$ cat src/rtl/regfile_seq.sv
// regfile_seq: operand-fetch / writeback sequencer for a 3-read / 1-write register file.
//   Accepts one (rs1, rs2, rd, wb) request, drives the read addresses, captures the
//   operands after RD_LAT cycles, hands them to the ALU via op_valid/op_ready, and
//   optionally performs a single writeback to rd.
//   Ports: clk, rst_n (async active-low) | req_* from decode | op_* to ALU |
//   wb_* from ALU | rf_* to/from the register file | busy, wr_cnt status.
module regfile_seq #(
  parameter int DW               = 16,
  parameter int AW               = 4,
  parameter int RD_LAT           = 1,
  parameter int ZERO_REG_PROTECT = 1
) (
  input  logic          clk,
  input  logic          rst_n,
  input  logic          req_valid,
  output logic          req_ready,
  input  logic [AW-1:0] req_rs1,
  input  logic [AW-1:0] req_rs2,
  input  logic [AW-1:0] req_rd,
  input  logic          req_wb,
  output logic          op_valid,
  input  logic          op_ready,
  output logic [DW-1:0] op_a,
  output logic [DW-1:0] op_b,
  output logic [DW-1:0] op_c,
  input  logic          wb_valid,
  output logic          wb_ready,
  input  logic [DW-1:0] wb_data,
  output logic [AW-1:0] rf_address1,
  output logic [AW-1:0] rf_address2,
  output logic [AW-1:0] rf_address3,
  output logic [DW-1:0] rf_din,
  output logic          rf_wen,
  input  logic [DW-1:0] rf_dout1,
  input  logic [DW-1:0] rf_dout2,
  input  logic [DW-1:0] rf_dout3,
  output logic          busy,
  output logic [15:0]   wr_cnt
);
  localparam int LW = (RD_LAT > 1) ? $clog2(RD_LAT) : 1;
  typedef enum logic [2:0] {IDLE, RD_WAIT, OP_HOLD, WB_WAIT, WB_WRITE} state_t;
  state_t        state_q, state_d;
  logic [LW-1:0] lat_cnt_q, lat_cnt_d;
  logic          wb_q, wb_d;
  logic [AW-1:0] addr1_q, addr1_d, addr2_q, addr2_d, addr3_q, addr3_d;
  logic [DW-1:0] op_a_q, op_a_d, op_b_q, op_b_d, op_c_q, op_c_d;
  logic          op_valid_q, op_valid_d;
  logic [DW-1:0] din_q, din_d;
  logic          wen_q, wen_d;
  logic [15:0]   wr_cnt_q, wr_cnt_d;
  always_comb begin
    state_d    = state_q;
    lat_cnt_d  = lat_cnt_q;
    wb_d       = wb_q;
    addr1_d    = addr1_q;
    addr2_d    = addr2_q;
    addr3_d    = addr3_q;
    op_a_d     = op_a_q;
    op_b_d     = op_b_q;
    op_c_d     = op_c_q;
    op_valid_d = op_valid_q;
    din_d      = din_q;
    wen_d      = wen_q;
    wr_cnt_d   = wr_cnt_q;
    case (state_q)
      IDLE: if (req_valid) begin
        addr1_d   = req_rs1;
        addr2_d   = req_rs2;
        addr3_d   = req_rd;
        wb_d      = req_wb;
        lat_cnt_d = LW'(RD_LAT - 1);
        state_d   = RD_WAIT;
      end
      RD_WAIT: if (lat_cnt_q == '0) begin
        op_a_d     = rf_dout1;
        op_b_d     = rf_dout2;
        op_c_d     = rf_dout3;
        op_valid_d = 1'b1;
        state_d    = OP_HOLD;
      end else begin
        lat_cnt_d = lat_cnt_q - 1'b1;
      end
      OP_HOLD: if (op_ready) begin
        op_valid_d = 1'b0;
        state_d    = wb_q ? WB_WAIT : IDLE;
      end
      WB_WAIT: if (wb_valid) begin
        din_d   = wb_data;
        // r0 is hard-wired to zero when protection is on: the cycle still runs, the write does not
        wen_d   = !((ZERO_REG_PROTECT != 0) && (addr3_q == '0));
        state_d = WB_WRITE;
      end
      WB_WRITE: begin
        wen_d    = 1'b0;
        wr_cnt_d = (wen_q && (wr_cnt_q != 16'hFFFF)) ? wr_cnt_q + 16'd1 : wr_cnt_q;
        state_d  = IDLE;
      end
      default: state_d = IDLE;
    endcase
  end
  always_ff @(posedge clk or negedge rst_n) begin
    if (!rst_n) begin
      state_q    <= IDLE;
      lat_cnt_q  <= '0;
      wb_q       <= 1'b0;
      addr1_q    <= '0;
      addr2_q    <= '0;
      addr3_q    <= '0;
      op_a_q     <= '0;
      op_b_q     <= '0;
      op_c_q     <= '0;
      op_valid_q <= 1'b0;
      din_q      <= '0;
      wen_q      <= 1'b0;
      wr_cnt_q   <= '0;
    end else begin
      state_q    <= state_d;
      lat_cnt_q  <= lat_cnt_d;
      wb_q       <= wb_d;
      addr1_q    <= addr1_d;
      addr2_q    <= addr2_d;
      addr3_q    <= addr3_d;
      op_a_q     <= op_a_d;
      op_b_q     <= op_b_d;
      op_c_q     <= op_c_d;
      op_valid_q <= op_valid_d;
      din_q      <= din_d;
      wen_q      <= wen_d;
      wr_cnt_q   <= wr_cnt_d;
    end
  end
  assign req_ready   = (state_q == IDLE);
  assign wb_ready    = (state_q == WB_WAIT);
  assign busy        = (state_q != IDLE);
  assign op_valid    = op_valid_q;
  assign op_a        = op_a_q;
  assign op_b        = op_b_q;
  assign op_c        = op_c_q;
  assign rf_address1 = addr1_q;
  assign rf_address2 = addr2_q;
  assign rf_address3 = addr3_q;
  assign rf_din      = din_q;
  assign rf_wen      = wen_q;
  assign wr_cnt      = wr_cnt_q;
endmodule

$ cat config.mk
export PLATFORM = sky130hd
export DESIGN_NAME = regfile_seq
export DESIGN_NICKNAME = d
export VERILOG_FILES = /design/src/rtl/regfile_seq.sv
export SDC_FILE = /design/constraint.sdc
export NUM_CORES = 1
export LEC_CHECK = 0
export CAP_MARGIN = 25
export CORE_UTILIZATION = 41
export DETAILED_ROUTE_END_ITERATION = 12
export PLACE_DENSITY = 0.79
export SETUP_SLACK_MARGIN = 0.3
export SLEW_MARGIN = 25
export SYNTH_ARGS = -nofsm -noshare
export SYNTH_HDL_FRONTEND = slang
export SYNTH_SLANG_ARGS = --single-unit
$ cat constraint.sdc
create_clock -name clk -period 1.9 [get_ports clk]
set_input_delay 0.38 -clock clk [delete_from_list [all_inputs] [get_ports clk]]
set_output_delay 0.38 -clock clk [all_outputs]
set_load 0.01 [all_outputs]
==> metrics.md <==
| Metric | Value |
|---|---|
| Vias per inst | 4.86 |
| Met2 WL | 5.58 mm |
| Buf/Inv on CP | 1 |
| Top cell type by total area after synthesis | dfrtp_1 |
| CTS tree | done |
| Largest net degree at the start of global routing | 39 |
| Delay-heaviest family, CP | simple AND/OR/NAND/NOR gates |
| Synth Register Bits | 98 |
| Clk_skew | 9.24 ps |
| Period Utilization, post-route | 89.6% |
| Worst Tran Pin Value | 427 ps |
| Die Width | 99.9 µm |
| Initial antenna violation count | 0 |
| CTS Buffer Depth | 2 |
| Die ar. | 9980 µm² |
| Min-delay worst type | in -> async |
| Crit start category | flip-flop |
| Starting Density | 42.3% |
| Drt wl/cell | 17.1 µm |
| CP Data Required Time | 2140 ps |
| Ys Warns | 0 |
| Port Buf Inserts | 178 |
| Final hold slack | 491 ps |
| Drt total wl | 10.7 mm |
| Syn-to-layout area delta | 70.9% |
| Synthesized cell area | 3930 µm² |
| Gr usage total | 19.9% |
| Worst Path Max Fanout | 4 |
| Setup violators final | 0 |
| CTS Sinks | 98 |
| First-pass GRT wire length | 15.4 mm |
| Cells after synthesis | 264 |
| Net load switching power | 0.00290 W |
| Worst-path clk slew | 100 ps |
| Fillers | 640 |
| Sw frac | 31.1% |
| CP max stage cell | dfrtp_2 |
| Final Net Count | 573 |
| Overflow after GRT | 0 |
| Hpwl dp | 6.87 mm |
| # DRC | 0 |
| Clk_lat worst skew | 350 ps |
| Max layer used | met4 |
| Syn_area_per_cell | 14.9 µm² |
| Seq/Total Area, Yosys | 62.4% |
| Vias in the first global route | 3081 |
| Met1 Routed Length | 4.39 mm |
| Routed Antenna Nets | 0 |
| Synth cell types | 33 |
| Diode count | 0 |
| CTS buffer count | 9 |
| Yosys top cell area share | 62.4% |
| Min cycle time layout | 1700 ps |
| Max Cap Violations | 0 |
| CTS root buf | clkbuf_8 |
| Drt first pass iters | 4 |
| Vert. Die Dim | 99.9 µm |
| Sequential fraction of design power | 37.1% |
| RSZ-0062 raised after global routing | true |
| Leak Pwr | 3.15 nW |
| Clk network pwr share | 15.1% |
| Largest cells by area after synthesis | dfrtp_1, mux2_2, xnor2_1 |
| Status | completed |
| Critical path's largest stage delay | 430 ps |
| Syn_nets | 347 |
| Row cnt | 35 |
| Type of the worst setup path | reg -> reg |
| Met3 wire len | 584 µm |
| Final GP Congestion | 0.733 |
| Crit path cell chain | buf_6 > and4bb_2 > and4_4 > nand4_1 > mux2_4 |
| F_max | 0.587 GHz |
| Crit path capture type | flip-flop |
| Rel. slew slack | 71.6% |
| Layout cells sized above 1 | 34.9% |
| Combinational fraction of design power | 47.8% |
| Core area | 9280 µm² |
| Post-route cell area | 6720 µm² |
| Hold Vio Cnt, Final | 0 |
| Arr. time, crit path | 1940 ps |
| TNS Setup | 0 ps |
| Initial DRC Count | 58 |
| Routed via count | 3034 |
| H-Tree Depth | 3 |
| Max VDD drop | 0.697 mV |
| Power per cell area | 1390 nW/µm² |
| Placed cell areas | 5990 µm² |
| IO Count | 179 |
| Slew Limit Fails | 0 |
| Internal power | 0.00642 W |
Yosys cell counts:
master and count:
buf_6 2, and2_2 1, buf_4 2, nand4_1 5, mux2_2 74, mux2_1 5, a21oi_1 4, nor4_1 1
mux2_4 1, and3_1 5, a211oi_1 1, o22a_1 1, or3_4 1, or2_2 1, buf_2 7, and4_1 3
and2_1 3, nand3_1 4, nor2b_1 3, nor3b_1 3, xnor2_1 7, xor2_1 6, nand2_1 7, and4bb_2 2
ha_1 1, inv_2 1, nor2_1 7, o2111ai_1 2, nand2b_1 3, a311oi_1 1, o21ai_0 1, a31oi_1 1
dfrtp_1 98
power by group through the flow:
stage / combinational [W] / clock, W / sequential, W
global placement: 0.00423 / 0 / 0.00348
CTS: 0.00397 / 0.00144 / 0.00344
finish: 0.00445 / 0.00140 / 0.00346
global route: 0.00474 / 0.00153 / 0.00357
floorplan: 0.00159 / 0 / 0.00388
detailed placement: 0.00431 / 0 / 0.00353
worst reg2reg max path: cells and delay by family, from the launching register on:
family	cells	cell delay, ps
simple gates	3	720
mux	1	310
flops	1	430
buf+inv	1	130
registers in the layout, indices dropped and copies added, names as in the netlist, 3 cells and up:
name and cells:
wr_cnt 16, state_q 3, op_a 16, rf_address2 4
rf_din 16, rf_address1 4, op_c 16, op_b 16
rf_address3 4
area by class of cell:
class / instances / area (µm²) / share of cell area, %
Sequential cell: 98 / 2460 / 36.6
Timing Repair Buffer: 226 / 2230 / 33.2
Multi-Input combinational cell: 154 / 1650 / 24.6
Tap cell: 129 / 161 / 2.40
Clock buffer: 11 / 151 / 2.25
Clock inverter: 5 / 61.3 / 0.913
Inverter: 1 / 6.26 / 0.0931
layer usage:
layer,GRT usage (%),up-vias
li1,-,1392
met1,24.7,1527
met2,35.2,106
met3,4.04,9
met4,5.77,0
met5,0,-
path summary, 6_finish.rpt:
| check | from | end | slack [ps] | cells past startpoint |
|---|---|---|---|---|
| worst min-delay path | rst_n | op_c[2]$_DFFE_PN0P_ | 490 | 2 |
| max in group asynchronous | rst_n | state_q[1]$_DFFE_PN0P_ | 830 | 3 |
| worst max register to register | state_q[1]$_DFFE_PN0P_ | wr_cnt[14]$_DFFE_PN0P_ | 200 | 5 |
| worst max-delay path | state_q[1]$_DFFE_PN0P_ | wr_cnt[14]$_DFFE_PN0P_ | 200 | 5 |
| worst min register to register | op_b[0]$_DFFE_PN0P_ | op_b[0]$_DFFE_PN0P_ | 510 | 1 |
| min in group clk | op_b[0]$_DFFE_PN0P_ | op_b[0]$_DFFE_PN0P_ | 510 | 1 |
cells in the final DEF (no fill, tap or decap), types with 4 or more instances in the layout:
cell             netlist  layout
xnor2_1                7       7
clkbuf_8               0      11
clkbuf_16              0       4
buf_4                  2      26
dlygate4sd2_1          0      94
dfrtp_1               98      95
mux2_4                 1      36
buf_6                  2      13
nand4_1                5       5
a21oi_1                4       4
clkdlybuf4s50_1        0      80
nand2_1                7       7
buf_12                 0       6
nor2_1                 7       6
mux2_2                74      44
xor2_1                 6       6
stage by stage:
step                setup slack [ps]  cells  util (%)  power, W
finish                           198    624      72.3   0.00932
global route                     149    624      72.3   0.00985
CTS                              162    613      68.7   0.00885
detailed placement              75.7    570      64.5   0.00784
global placement                94.2    570      64.5   0.00771
floorplan                        207    264         -   0.00547
cell families after synthesis:
kind of cell	share of synthesized area, %
XOR/XNOR	2.90
buffers and inverters	1.94
multiplexers	23.0
flip-flops	62.4
adder cells (fa/ha/maj)	0.318
AO/OA/AOI/OAI	1.88
AND/OR/NAND/NOR	7.55
what timing repair did:
action,CTS,global route
gates cloned,1,5
pin swaps,12,15
endpoints found under the setup margin,157,90
buffers inserted,25,6
hold endpoints to repair,28,0
gates resized for setup,124,45
hold buffers,1,0
Note: power is estimated with default switching activity, not from simulation.
